==> src/rtl/bitrev_addr_gen.sv <==
// bitrev_addr_gen: bit-reversed address generator for the FFT reorder stage.
// Emits natural-order indices (addr_cnt) paired with their bit reversal over
// a runtime-selected length of 2^n points (addr), with a ready/valid handshake.
// Optional feature macro: BITREV_SWAP_EN adds the swap_only input, which limits
// the presented indices to those where cnt < rev_n(cnt). Each such index forms
// one swap pair for in-place reordering.
module bitrev_addr_gen #(
    parameter int ADDR_BITS = 3,
    parameter int LEN_BITS  = 2
) (
    input  logic                 clk,
    input  logic                 rst_n,
    input  logic                 start_gen,
    input  logic [LEN_BITS-1:0]  log2_len,
`ifdef BITREV_SWAP_EN
    input  logic                 swap_only,
`endif
    input  logic                 addr_ready,
    output logic                 addr_valid,
    output logic [ADDR_BITS-1:0] addr,
    output logic [ADDR_BITS-1:0] addr_cnt,
    output logic                 done_gen,
    output logic                 busy
);

    localparam int CNT_W = ADDR_BITS + 1;
    localparam logic [LEN_BITS-1:0] MAX_LEN = LEN_BITS'(ADDR_BITS);

    typedef enum logic [1:0] {
        ST_IDLE,
        ST_RUN,
        ST_DONE
    } state_t;

    state_t               state_reg;
    logic [CNT_W-1:0]     cnt_reg;
    logic [LEN_BITS-1:0]  n_reg;
    logic                 addr_valid_reg;
    logic [ADDR_BITS-1:0] addr_reg;
    logic [ADDR_BITS-1:0] addr_cnt_reg;
    logic                 done_gen_reg;
    logic                 busy_reg;

    logic [LEN_BITS-1:0]  n_start;
    logic [ADDR_BITS-1:0] idx_next;
    logic [ADDR_BITS-1:0] rev_full;
    logic [ADDR_BITS-1:0] rev_next;
    logic [CNT_W-1:0]     cnt_last;
    logic                 present_next;
    logic                 present_start;
    logic                 advance;

    // Requested lengths beyond the address width are clamped to full width.
    assign n_start = (log2_len > MAX_LEN) ? MAX_LEN : log2_len;

    // Index that will be presented after the current one.
    assign idx_next = cnt_reg[ADDR_BITS-1:0] + ADDR_BITS'(1);

    // Full-width mirror of the next index; shifting right by (ADDR_BITS - n)
    // turns it into the reversal of only the low n bits with zeros above n.
    generate
        for (genvar gi = 0; gi < ADDR_BITS; gi++) begin : g_rev
            assign rev_full[gi] = idx_next[ADDR_BITS-1-gi];
        end
    endgenerate

    assign rev_next = rev_full >> (MAX_LEN - n_reg);

    // Final count for the active length; cnt is one bit wider so 2^n fits.
    assign cnt_last = (CNT_W'(1) << n_reg) - CNT_W'(1);

    // A presented index moves on only on a transfer; a skipped one always does.
    assign advance = addr_valid_reg ? addr_ready : 1'b1;

`ifdef BITREV_SWAP_EN
    logic swap_reg;

    // Index 0 reverses to itself, so in swap mode it is never presented.
    assign present_start = !swap_only;
    assign present_next  = !swap_reg || (idx_next < rev_next);
`else
    assign present_start = 1'b1;
    assign present_next  = 1'b1;
`endif

    // Sequencer: IDLE -> RUN -> DONE -> IDLE, with all outputs registered.
    always_ff @(posedge clk) begin
        if (!rst_n) begin
            state_reg      <= ST_IDLE;
            cnt_reg        <= '0;
            n_reg          <= '0;
            addr_valid_reg <= 1'b0;
            addr_reg       <= '0;
            addr_cnt_reg   <= '0;
            done_gen_reg   <= 1'b0;
            busy_reg       <= 1'b0;
`ifdef BITREV_SWAP_EN
            swap_reg       <= 1'b0;
`endif
        end else begin
            case (state_reg)
                ST_IDLE: begin
                    done_gen_reg <= 1'b0;
                    if (start_gen && (log2_len != '0)) begin
                        n_reg          <= n_start;
                        cnt_reg        <= '0;
                        addr_cnt_reg   <= '0;
                        addr_reg       <= '0;
                        addr_valid_reg <= present_start;
                        busy_reg       <= 1'b1;
                        state_reg      <= ST_RUN;
`ifdef BITREV_SWAP_EN
                        swap_reg       <= swap_only;
`endif
                    end
                end
                ST_RUN: begin
                    if (advance) begin
                        if (cnt_reg == cnt_last) begin
                            addr_valid_reg <= 1'b0;
                            addr_reg       <= '0;
                            addr_cnt_reg   <= '0;
                            done_gen_reg   <= 1'b1;
                            state_reg      <= ST_DONE;
                        end else begin
                            cnt_reg        <= cnt_reg + CNT_W'(1);
                            addr_cnt_reg   <= idx_next;
                            addr_reg       <= rev_next;
                            addr_valid_reg <= present_next;
                        end
                    end
                end
                ST_DONE: begin
                    done_gen_reg <= 1'b0;
                    busy_reg     <= 1'b0;
                    state_reg    <= ST_IDLE;
                end
                default: begin
                    state_reg <= ST_IDLE;
                end
            endcase
        end
    end

    assign addr_valid = addr_valid_reg;
    assign addr       = addr_reg;
    assign addr_cnt   = addr_cnt_reg;
    assign done_gen   = done_gen_reg;
    assign busy       = busy_reg;

endmodule

==> config.mk <==
export PLATFORM = sky130hd
export DESIGN_NAME = bitrev_addr_gen
export DESIGN_NICKNAME = d
export VERILOG_FILES = /design/src/rtl/bitrev_addr_gen.sv
export SDC_FILE = /design/constraint.sdc
export NUM_CORES = 1
export LEC_CHECK = 0
export CAP_MARGIN = 0
export CORE_ASPECT_RATIO = 0.75
export CORE_MARGIN = 8
export CORE_UTILIZATION = 45
export DETAILED_ROUTE_END_ITERATION = 10
export GPL_TIMING_DRIVEN = 0
export PLACE_DENSITY = 0.82
export SLEW_MARGIN = 20
export SYNTH_ARGS = -nofsm -noshare
export SYNTH_HDL_FRONTEND = slang
export SYNTH_SLANG_ARGS = --single-unit
==> constraint.sdc <==
create_clock -name clk -period 2.9 [get_ports clk]
set_clock_uncertainty 0.1 [all_clocks]
set_input_delay 0.58 -clock clk [delete_from_list [all_inputs] [get_ports clk]]
set_output_delay 0.58 -clock clk [all_outputs]
set_load 0.02 [all_outputs]
Word level (Yosys, flattened, before mapping)
Index checks and enable logic that the tools add are counted.

Input bits: 6. Register bits after elaboration: 17.

$add $sub $neg: 4. Reduce and logical (&&, ||, !) cells: 13. Shift-type cells: 2. Equality and inequality tests: 7. Mux-type cells: 25. Order comparisons: 1.

Operator list (count): 2-to-1 mux 3 bit (5); 2-to-1 mux 4 bit (3); case mux 3 bit (2 select lines) (2); AND reduction 3 bit (3); 2-to-1 mux 2 bit (4); inequality test 2 bit (second input constant) (4); case mux 4 bit (2 select lines) (1); nonzero test 2 bit (4); 2-to-1 mux 1 bit (6); case mux 1 bit (2 select lines) (3); adder 4 x 1 -> 4 bit (second input constant) (1); == test 4 bit (1); case mux 2 bit (2 select lines) (1); AND reduction 2 bit (2); AND reduction 4 bit (1); left shift 1 x 2 -> 4 bit (first input constant) (1); subtractor 4 x 2 -> 4 bit (second input constant) (1); adder 3 x 1 -> 3 bit (second input constant) (1); >> shifter 3 x 2 -> 3 bit (1); == test 2 x 1 -> 1 bit (second input constant) (1); == test 2 bit (second input constant) (1); > comparator 2 bit (second input constant) (1); zero test 2 bit (1); OR reduction 2 bit (1); 2 further kinds (2).

Logic depth before layout (Yosys ltp)
Word-level depth: 6. Depth in mapped cells: 5.

Least setup slack after synthesis
No wires, ideal clock.

Path kind: flip-flop to flip-flop. Start point: register n_reg[1]. End point: register done_gen_reg, in the netlist done_gen. Arrival time: 1640 ps. Path buffers: 1. Slack: 1086 ps. Required time: 2726 ps. Period minus slack after synthesis: 1814 ps. Stages on the path, launching flop included: 6. Cells stage by stage: dfxtp_1 -> buf_6 -> or3_4 -> a211o_2 -> a2111o_1 -> a31oi_1.

Cells in the longest elaborated chain, start to end: 5.

RTL lines: start: declaration (RTL line 37) `logic [LEN_BITS-1:0] n_reg;`; start signal: assignment (RTL line 105) `n_reg <= n_start;`; left shift 1 x 2 -> 4 bit (RTL line 70) `assign cnt_last = (CNT_W'(1) << n_reg) - CNT_W'(1);`; subtractor 4 x 2 -> 4 bit (RTL line 70); == test 4 bit (RTL line 119) `if (cnt_reg == cnt_last) begin`; inequality test 2 bit (no source line); AND reduction 3 bit (no source line); end signal: assignment (RTL line 95) `done_gen_reg <= 1'b0;`; end signal: assignment (RTL line 123) `done_gen_reg <= 1'b1;`; end signal: assignment (RTL line 134) `done_gen_reg <= 1'b0;`; end: declaration (RTL line 41) `logic done_gen_reg;`.

Every way passes these cells. A chain may end at the register's enable or synchronous reset.

Worst setup path after layout
Start point: input port start_gen. End point: register state_reg[0].

Cells in the longest elaborated chain, start to end: 3.

RTL lines: start: declaration (RTL line 13) `input logic start_gen,`; logical AND 1 bit (RTL line 104) `if (start_gen && (log2_len != '0)) begin`; inequality test 2 bit (no source line); AND reduction 3 bit (no source line); end signal: assignment (RTL line 111) `state_reg <= ST_RUN;`; end signal: assignment (RTL line 124) `state_reg <= ST_DONE;`; end signal: assignment (RTL line 136) `state_reg <= ST_IDLE;`; end: declaration (RTL line 35) `state_t state_reg;`.

Every way passes these cells.

==> reports/metrics.yaml <==
timing:
  finalHoldWorstSlack_ps: 371.7
  fin_crit_sh: 0.6929
  timing.final.setup_violations: 0
  timing.slew.headroom: 0.5283
  maxClockFrequency_mhz: 497.6
  grt_setup_unrepaired: "false"
  setup_total_negative_slack_ps: 0
  setup_ws_ps: 890.6
  hold_viol: 0
  tightestPinTransition_ps: 702.2
  report.final.slew_viol_count: 0
  finalWorstPathRequiredPeriod_ps: 2009
flow_run:
  max-cap-violations: 0
drt:
  detail_route.wirelength_mm: 1.966
  detail-route-antenna-nets: 0
  route.vias.total: 756
  detail_route.iter0.violations: 20
  remaining_drc_errors: 0
  drt_pass1_iterations: 4
  route.detailed.vias_per_inst: 5.815
  wl_per_cell_um: 15.12
cts:
  clk-insertion-delay-late_ps: 300
  cts_num_sinks: 17
  post-cts-setup-buffers: 0
  post_cts_hold_buffer_count: 0
  clk_pin_slew_ps: 100
  htreeDepth: 1
  cts_tree: "yes"
  cts_made_buffers: 3
  cts.path.max_buffers: 2
  root_buffer: "sky130_fd_sc_hd__clkbuf_4"
  cts.repair.resized: 0
pwr:
  vdd_drop_max_uv: 325.0
  power-per-cell-area_nw_per_um2: 458.8
  power.leakage_nw: 0.3611
floorplan:
  floorplan.die.height_um: 52.93
  dieWidth_um: 65.24
  die_area_um2: 3453
  floorplan.core_area_um2: 1724
  starting_utilization_of_the_core_area: 0.4746
  rows: 13
  io_pins: 15
synth:
  yosysUniqueCellTypes: 37
  syn-num-nets: 97
  synth_enable_flop_cells: 0
  syn-instance-count: 90
  synth-warning-count: 0
  async_reset_ff_frac: 0
  post_synthesis_average_cell_area_um2: 9.092
  yosys_most_used_dff: "sky130_fd_sc_hd__dfxtp_1"
  part_of_the_yosys_area_used_for_sequential_elements: 0.4159
  synth_seq_cells: 17
  syn_area_um2: 818.3
placed_design:
  post-dp-hpwl_mm: 1.478
  gp_congestion: 0.8433
  dpl_cell_area_um2: 985.9
  port-buffer-count: 14
  dp_worst_setup_slack_ps: 638.4
setup_path:
  worstPathMaxFanout: 7
  worstReg2RegStart: "n_reg[1]"
  cp_endpoint_kind: "flop"
  worst-endpoint-arrival_ps: 2130
  worst_setup_path_startpoint: "start_gen"
  worst-endpoint-required_ps: 3020
  worst-setup-path-type: "in -> reg"
  worst_setup_path_start_kind: "input port"
cells_and_area:
  final_cell_mix: "sky130_fd_sc_hd__dfxtp_1, sky130_fd_sc_hd__clkdlybuf4s50_1, sky130_fd_sc_hd__nand2_1, sky130_fd_sc_hd__o2bb2ai_1"
  antenna_cells_inserted: 0
  syn_to_final_growth_pct: 23.70
  number_of_flip_flops_in_the_largest_register: 4
  layout_commonest_cell: "sky130_fd_sc_hd__dfxtp_1"
  fraction_of_final_layout_cells_with_drive_strength_greater_than_1: 0.09259
  postLayoutCoreUtil: 0.5871
  finish.net_count: 116
  post-route-cell-area_um2: 1012
worst_hold_path:
  timing.hold.worst.class: "reg -> reg"
  min-delay-start: "addr[2]"
global_route:
  grt_antenna_before_repair: 0
  grt_pass1_wl_mm: 3.298
  grt_max_degree: 11
  grt_use_total: 0.1227
  first_global_vias: 755
  grt_remaining_overflow: 0
status:
  outcome: "completed"
## logic make-up (layout without fill, tap and decap cells)
family | Yosys count | count (layout) | share of synthesized area
flip-flops | 17 | 17 | 0.4159
AO/OA/AOI/OAI | 28 | 28 | 0.2676
buffers and inverters | 6 | 24 | 0.03670
AND/OR/NAND/NOR | 36 | 36 | 0.2416
multiplexers | 1 | 1 | 0.01223
XOR/XNOR | 1 | 1 | 0.01071
adder cells (fa/ha/maj) | 1 | 1 | 0.01529
## cells in the mapped netlist (2+ instances only)
cell type	instances	area, um2
sky130_fd_sc_hd__o21ai_0	2	10.01
sky130_fd_sc_hd__a211o_2	2	20.02
sky130_fd_sc_hd__a21oi_1	3	15.01
sky130_fd_sc_hd__or3_1	4	25.02
sky130_fd_sc_hd__nand3_1	4	20.02
sky130_fd_sc_hd__a31oi_1	3	18.77
sky130_fd_sc_hd__dfxtp_1	17	340.3
sky130_fd_sc_hd__nand2_1	13	48.80
sky130_fd_sc_hd__o2bb2ai_1	6	52.55
sky130_fd_sc_hd__inv_1	3	11.26
sky130_fd_sc_hd__nand2b_1	3	18.77
sky130_fd_sc_hd__o31ai_1	2	15.01
sky130_fd_sc_hd__clkbuf_1	2	7.510
sky130_fd_sc_hd__and3_1	3	18.77
## per-layer routing
layer	share of wire	routed length, um	GRT usage
met3	0.063	123	0.05263
met2	0.47	920	0.1974
met4	0.016	31	0.05776
met1	0.45	892	0.1390
met5	0	0	0
## layout make-up
class	instances	area [um2]
fill	160	711.9
multi-input combinational	67	447.9
sequential	17	340.3
timing repair buffer	14	140.1
tap	22	27.53
clock buffer	4	26.28
buffer	3	18.77
inverter	3	11.26
## report_power, final
group | total, W | internal (W) | switching (W)
registers | 0.000252 | 0.000243 | 0.00000905
clock network | 0.000129 | 0.0000536 | 0.0000759
logic | 0.0000833 | 0.0000380 | 0.0000453
## path summary, 6_finish.rpt
path	endpoint	slack (ps)	cells after the start
max	state_reg[0]	890	5
min reg2reg	addr[2]	370	1
max reg2reg	done_gen	970	5
min	addr[2]	370	1
## stage by stage
stage | power (W) | std cells
5_1_grt | 0.0004861 | 130
6_report | 0.0004644 | 130
3_3_place_gp | 0.0003365 | 126
2_1_floorplan | 0.0003085 | 90
3_5_place_dp | 0.0003396 | 126
4_1_cts | 0.0004686 | 130
## worst max-delay path: stages
cell                              delay, ps
sky130_fd_sc_hd__clkdlybuf4s50_1        460
sky130_fd_sc_hd__nand2b_1               100
sky130_fd_sc_hd__nor3_1                 600
sky130_fd_sc_hd__o21ai_0                210
sky130_fd_sc_hd__a31oi_1                180
Note: power is estimated with default switching activity, not from simulation.
